==> config.mk <==
export PLATFORM = sky130hd
export DESIGN_NAME = layer_sequencer
export DESIGN_NICKNAME = d
export VERILOG_FILES = /design/src/rtl/layer_sequencer.sv
export SDC_FILE = /design/constraint.sdc
export NUM_CORES = 1
export LEC_CHECK = 0
export ABC_AREA = 1
export CORE_UTILIZATION = 55
export DETAILED_ROUTE_END_ITERATION = 10
export PLACE_DENSITY = 0.78
export SETUP_SLACK_MARGIN = 0.4
export SYNTH_ARGS = -nofsm -noshare
export SYNTH_HDL_FRONTEND = slang
export SYNTH_SLANG_ARGS = --single-unit
==> constraint.sdc <==
create_clock -name clk -period 7.66 [get_ports clk]
set_input_delay 1.532 -clock clk [delete_from_list [all_inputs] [get_ports clk]]
set_output_delay 1.532 -clock clk [all_outputs]
set_load 0.01 [all_outputs]
==> src/rtl/layer_sequencer.sv <==
// layer_sequencer: runs a table of conv-layer descriptors through IDP then CCM, ping-ponging feature-map regions.
// Ports:
//   clk, rst_n                        clock, async active-low reset
//   SEQ_START, SEQ_NUM_LAYERS         run request and layer count (sampled in IDLE)
//   DESC_WE, DESC_WADDR, DESC_WDATA   descriptor table write port (accepted in IDLE only)
//   SEQ_BUSY, SEQ_DONE, SEQ_ERR       run status; ERR is a sticky ack-timeout / bad-count flag
//   SEQ_LAYER                         current layer index
//   IDP_START/IDP_STATUS, CCM_START/CCM_STATUS   start pulses and busy levels of the two engines
//   CFG_*                             configuration of the current layer, registered in LOAD
module layer_sequencer #(
  parameter int MAX_LAYERS = 8,
  parameter int LW = 3,
  parameter logic [31:0] BUF_A = 32'h0000_0000,
  parameter logic [31:0] BUF_B = 32'h0008_0000,
  parameter int ACK_TIMEOUT = 16
) (
  input  logic          clk,
  input  logic          rst_n,
  input  logic          SEQ_START,
  input  logic [LW:0]   SEQ_NUM_LAYERS,
  input  logic          DESC_WE,
  input  logic [LW-1:0] DESC_WADDR,
  input  logic [72:0]   DESC_WDATA,
  output logic          SEQ_BUSY,
  output logic          SEQ_DONE,
  output logic          SEQ_ERR,
  output logic [LW-1:0] SEQ_LAYER,
  output logic          IDP_START,
  output logic          CCM_START,
  input  logic          IDP_STATUS,
  input  logic          CCM_STATUS,
  output logic [31:0]   CFG_READ_START_ADDR,
  output logic [31:0]   CFG_WRITE_START_ADDR,
  output logic [8:0]    CFG_WIDTH,
  output logic [8:0]    CFG_HEIGHT,
  output logic [9:0]    CFG_NUM_FMAP,
  output logic [9:0]    CFG_NUM_KERNEL,
  output logic [31:0]   CFG_KERN_START_ADDR,
  output logic [2:0]    CFG_KERN_SIZE
);
  localparam int TW = $clog2(ACK_TIMEOUT) + 1;
  typedef enum logic [2:0] {IDLE, LOAD, IDP_GO, IDP_WAIT, CCM_GO, CCM_WAIT, NEXT, FIN} state_t;
  state_t state, state_nx;
  logic [72:0] tbl [MAX_LAYERS];
  logic [LW:0] num;
  logic side, armed, start_ok, last, status, waiting, timeout, ack_fall;
  logic [TW-1:0] cnt;
  always_comb begin
    start_ok = SEQ_NUM_LAYERS != '0 && SEQ_NUM_LAYERS <= (LW+1)'(MAX_LAYERS);
    last = {1'b0, SEQ_LAYER} == num - 1'b1;
    status = (state == IDP_GO || state == IDP_WAIT) ? IDP_STATUS : CCM_STATUS;
    waiting = state == IDP_WAIT || state == CCM_WAIT;
    // cnt counts cycles since the START pulse; giving up at ACK_TIMEOUT-1 puts FIN exactly ACK_TIMEOUT cycles after it
    timeout = waiting && !armed && !status && cnt == TW'(ACK_TIMEOUT - 1);
    ack_fall = waiting && armed && !status;
    SEQ_BUSY = state != IDLE && state != FIN;
    SEQ_DONE = state == FIN;
    IDP_START = state == IDP_GO;
    CCM_START = state == CCM_GO;
    state_nx = state;
    case (state)
      IDLE:     if (SEQ_START) state_nx = start_ok ? LOAD : FIN;
      LOAD:     state_nx = IDP_GO;
      IDP_GO:   state_nx = IDP_WAIT;
      IDP_WAIT: state_nx = timeout ? FIN : ack_fall ? CCM_GO : IDP_WAIT;
      CCM_GO:   state_nx = CCM_WAIT;
      CCM_WAIT: state_nx = timeout ? FIN : ack_fall ? NEXT : CCM_WAIT;
      NEXT:     state_nx = last ? FIN : LOAD;
      default:  state_nx = IDLE;
    endcase
  end
  always_ff @(posedge clk or negedge rst_n)
    if (!rst_n) state <= IDLE;
    else state <= state_nx;
  always_ff @(posedge clk)
    if (DESC_WE && state == IDLE) tbl[DESC_WADDR] <= DESC_WDATA;
  always_ff @(posedge clk or negedge rst_n) begin
    if (!rst_n) begin
      SEQ_ERR <= 1'b0;
      SEQ_LAYER <= '0;
      num <= '0;
      side <= 1'b0;
      armed <= 1'b0;
      cnt <= '0;
      CFG_READ_START_ADDR <= '0;
      CFG_WRITE_START_ADDR <= '0;
      {CFG_WIDTH, CFG_HEIGHT, CFG_NUM_FMAP, CFG_NUM_KERNEL, CFG_KERN_SIZE, CFG_KERN_START_ADDR} <= '0;
    end else begin
      if (state == IDLE && SEQ_START) begin
        SEQ_ERR <= !start_ok;
        num <= SEQ_NUM_LAYERS;
        SEQ_LAYER <= '0;
        side <= 1'b0;
      end
      if (state == LOAD) begin
        {CFG_WIDTH, CFG_HEIGHT, CFG_NUM_FMAP, CFG_NUM_KERNEL, CFG_KERN_SIZE, CFG_KERN_START_ADDR} <= tbl[SEQ_LAYER];
        CFG_READ_START_ADDR <= side ? BUF_B : BUF_A;
        CFG_WRITE_START_ADDR <= side ? BUF_A : BUF_B;
      end
      // a STATUS already high at the START pulse counts as the acknowledge
      if (state == IDP_GO || state == CCM_GO) begin
        armed <= status;
        cnt <= TW'(1);
      end
      if (waiting) begin
        armed <= armed | status;
        cnt <= cnt + 1'b1;
      end
      if (timeout) SEQ_ERR <= 1'b1;
      if (state == NEXT && !last) begin
        SEQ_LAYER <= SEQ_LAYER + 1'b1;
        side <= !side;
      end
    end
  end
endmodule
==> flow_summary.toml <==
[min_path]
worstHoldPathCells = 2
min_path_type = "flip-flop to flip-flop"

[clock_tree]
cts_resized = 0
clockRootBuffer = "clkbuf_16"
clock_latency_ns = 0.60
clock_path_buffers = 3
cts_setup_buffers = 0
clock_sinks = 677
cts_tree = "built"
clk_pin_slew_worst_paths_ns = 0.06
numCtsBuffers = 67
cts_hold_buf = 0
cts_max_level = 3

[floorplanning]
initial_utilization_pct = 55.9
row_count = 80
die_x_um = 222
dieArea_um2 = 49500
coreArea_um2 = 47800
die_h_um = 222
ioPinCount = 231

[run_status]
status = "complete, no violations"

[cells_and_area]
final_nets = 2221
syn_to_final_growth_pct = 14.1
drive_gt1_share_pct = 6.05

[detailed_routing]
vias_per_cell = 5.95
drc = 0
vias = 16700
firstDrtPassIters = 6
ant_nets = 0
routed_wl_mm = 61.2
post_drt_wl_per_cell_um = 21.9
drt_iter0_markers = 1977

[critical_path]
r2r-start = "SEQ_LAYER[0]$_DFFE_PN0P_"
arrival_ns = 4.24
required_ns = 7.87
end_kind = "flip-flop"
critical_path_class = "primary input to flip-flop"
critPathMaxFanout = 41
worst_setup_path_start_kind = "primary input"
startpoint = "DESC_WADDR[2]"
worstSetupEndpoint = "tbl[1][56]$_DFFE_PP_"
r2r_cells = 6
r2r-end = "CFG_KERN_START_ADDR[30]$_DFFE_PN0P_"
r2r_slack_ns = 3.96

[timing]
period_needed_ns = 4.03
rsz0062_at_grt = "no"
hold_violations = 0
fin_setup_tns_ns = 0
slew_violations = 0
skew_ns = 0.0235
fmax_mhz = 248
timing.final.crit_share_pct = 52.7
holdWs_ns = 0.478
setup_viol = 0
max_slew_margin_pct = 15.1
worst_pin_slew_ns = 1.27

[grt]
use_met3_pct = 5.14
grt.total_usage_pct = 24.8
grt_overflow = 0
grt_max_degree = 186
antenna_found_initial = 3
gr-usage-met1_pct = 32.3
grtUsageMet2_pct = 40.9
grt_pass1_wl_mm = 93.7
first_global_vias = 16800
grt-busiest-layer = "met2"

[synth]
synth_edf_count = 584
ys_top_cells_by_area = "edfxtp_1, dfrtp_1, nor2_1"
synthCells = 2008
synth_warnings = 0
synth.most_common_cell = "edfxtp_1"
synth_cell_types = 36
netlist_top_cells_count = "edfxtp_1, nor2_1, o21ai_0, nand2_1, o221ai_1"
synth_seq_cells = 677
synth_top_area_share_pct = 65.6
yosysSeqAreaShare_pct = 74.3
synth-async-reset-ratio_pct = 13.7
netlist_area_um2 = 26700
synth_largest_area_cell = "edfxtp_1"
synth_area_per_cell_um2 = 13.3
synth-main-ff-cell = "edfxtp_1"

[placed_design]
dpl.hpwl_mm = 32.2
io_buffers = 168
gp_congestion = 0.800

[power]
p_leak_nw = 10.6
vdd_drop_max_mv = 0.235
p_per_area_nw_per_um2 = 350

[flow_run]
maxCapViolCount = 0
==> worst max-delay path, cell delays in order <==
cell             delay (ns)
clkdlybuf4s50_1        0.60
or2_2                  0.43
nor2_4                 0.92
buf_4                  0.72
==> sequential cells by signal, summed over array words and instances, names as in the netlist <==
signal	flops
tbl	584
CFG_KERN_START_ADDR	32
CFG_NUM_FMAP	10
CFG_NUM_KERNEL	10
CFG_HEIGHT	9
CFG_WIDTH	9
cnt	5
num	4
CFG_KERN_SIZE	3
SEQ_LAYER	3
state	3
CFG_READ_START_ADDR	1
CFG_WRITE_START_ADDR	1
SEQ_ERR	1
armed	1
side	1
==> cell families (layout without fill, tap and decap cells) <==
kind of cell,Yosys count,count (layout),share of synthesized area (%)
buffers and inverters,226,339,5.35
AOI/OAI and AO/OA,458,458,10.6
DFF,677,677,74.3
adders and majority gates,4,4,0.187
other,1,64,0.0140
and+or+nand+nor,639,639,9.47
xor gates and xnor gates,3,3,0.0983
==> worst min-delay path by stage <==
stage,endpoint,start
floorplan,side$_DFFE_PN0P_,side$_DFFE_PN0P_
global placement,CFG_KERN_START_ADDR[31]$_DFFE_PN0P_,CFG_KERN_START_ADDR[31]$_DFFE_PN0P_
detailed placement,CFG_NUM_KERNEL[4]$_DFFE_PN0P_,CFG_NUM_KERNEL[4]$_DFFE_PN0P_
CTS,CFG_KERN_START_ADDR[25]$_DFFE_PN0P_,CFG_KERN_START_ADDR[25]$_DFFE_PN0P_
global route,CFG_WIDTH[0]$_DFFE_PN0P_,CFG_WIDTH[0]$_DFFE_PN0P_
finish,CFG_KERN_START_ADDR[17]$_DFFE_PN0P_,CFG_KERN_START_ADDR[17]$_DFFE_PN0P_
==> layout make-up <==
cell class                 count  area [um2]
antenna                        2        5.00
clock buffer                  94        1910
clock inverter                26         246
fill                        3354       17400
inverter                      33         139
multi-input combinational   1166        5730
sequential                   677       19900
tap                          615         769
timing repair buffer         186        1810
==> stage by stage <==
step | power (mW) | util (%) | instance area [um2] | instances | worst slack [ns]
after global placement | 7.37 | 59.2 | 28300 | 2677 | 3.04
after CTS | 10.7 | 63.7 | 30500 | 2797 | 3.56
after detailed placement | 7.49 | 59.2 | 28300 | 2677 | 2.95
after global routing | 11.2 | 63.7 | 30500 | 2798 | 3.40
after floorplan | 6.52 | - | 27000 | 2069 | 2.25
final | 10.7 | 63.7 | 30500 | 2799 | 3.63
==> layer usage <==
| layer | share of wire (%) | vias up |
|---|---|---|
| met2 | 49 | 745 |
| li1 | - | 7491 |
| met5 | 0 | - |
| met3 | 7.4 | 115 |
| met4 | 2.9 | 0 |
| met1 | 41 | 8314 |
==> power breakdown <==
group	leakage, nW	internal [mW]	switching [mW]
clock network	1.04	1.88	1.35
registers	6.40	4.34	0.263
logic	3.17	1.01	1.82
total	10.6	7.24	3.43
==> cells in the final DEF (no fill, tap or decap), types with 2 or more instances in the layout <==
| master | count |
|---|---|
| o21ai_0 | 213 |
| clkdlybuf4s50_1 | 167 |
| o211ai_1 | 39 |
| clkinvlp_4 | 6 |
| clkinv_2 | 7 |
| nand2_1 | 189 |
| buf_4 | 19 |
| or2_2 | 2 |
| diode_2 | 2 |
| o21ai_1 | 88 |
| clkinv_1 | 8 |
| conb_1 | 62 |
| clkbuf_8 | 7 |
| xnor2_1 | 2 |
| o22ai_1 | 2 |
| inv_6 | 3 |
| bufinv_16 | 4 |
| o221ai_1 | 108 |
| a21oi_1 | 2 |
| dfrtp_4 | 3 |
| clkbuf_1 | 17 |
| nor2_1 | 347 |
| o2111ai_1 | 2 |
| clkbuf_16 | 70 |
| inv_1 | 29 |
| dfrtp_1 | 90 |
| ha_1 | 4 |
| nand3b_1 | 3 |
| nor2_4 | 6 |
| edfxtp_1 | 584 |
| nor3_4 | 2 |
| nand3_1 | 88 |
Note: power is estimated with default switching activity, not from simulation.
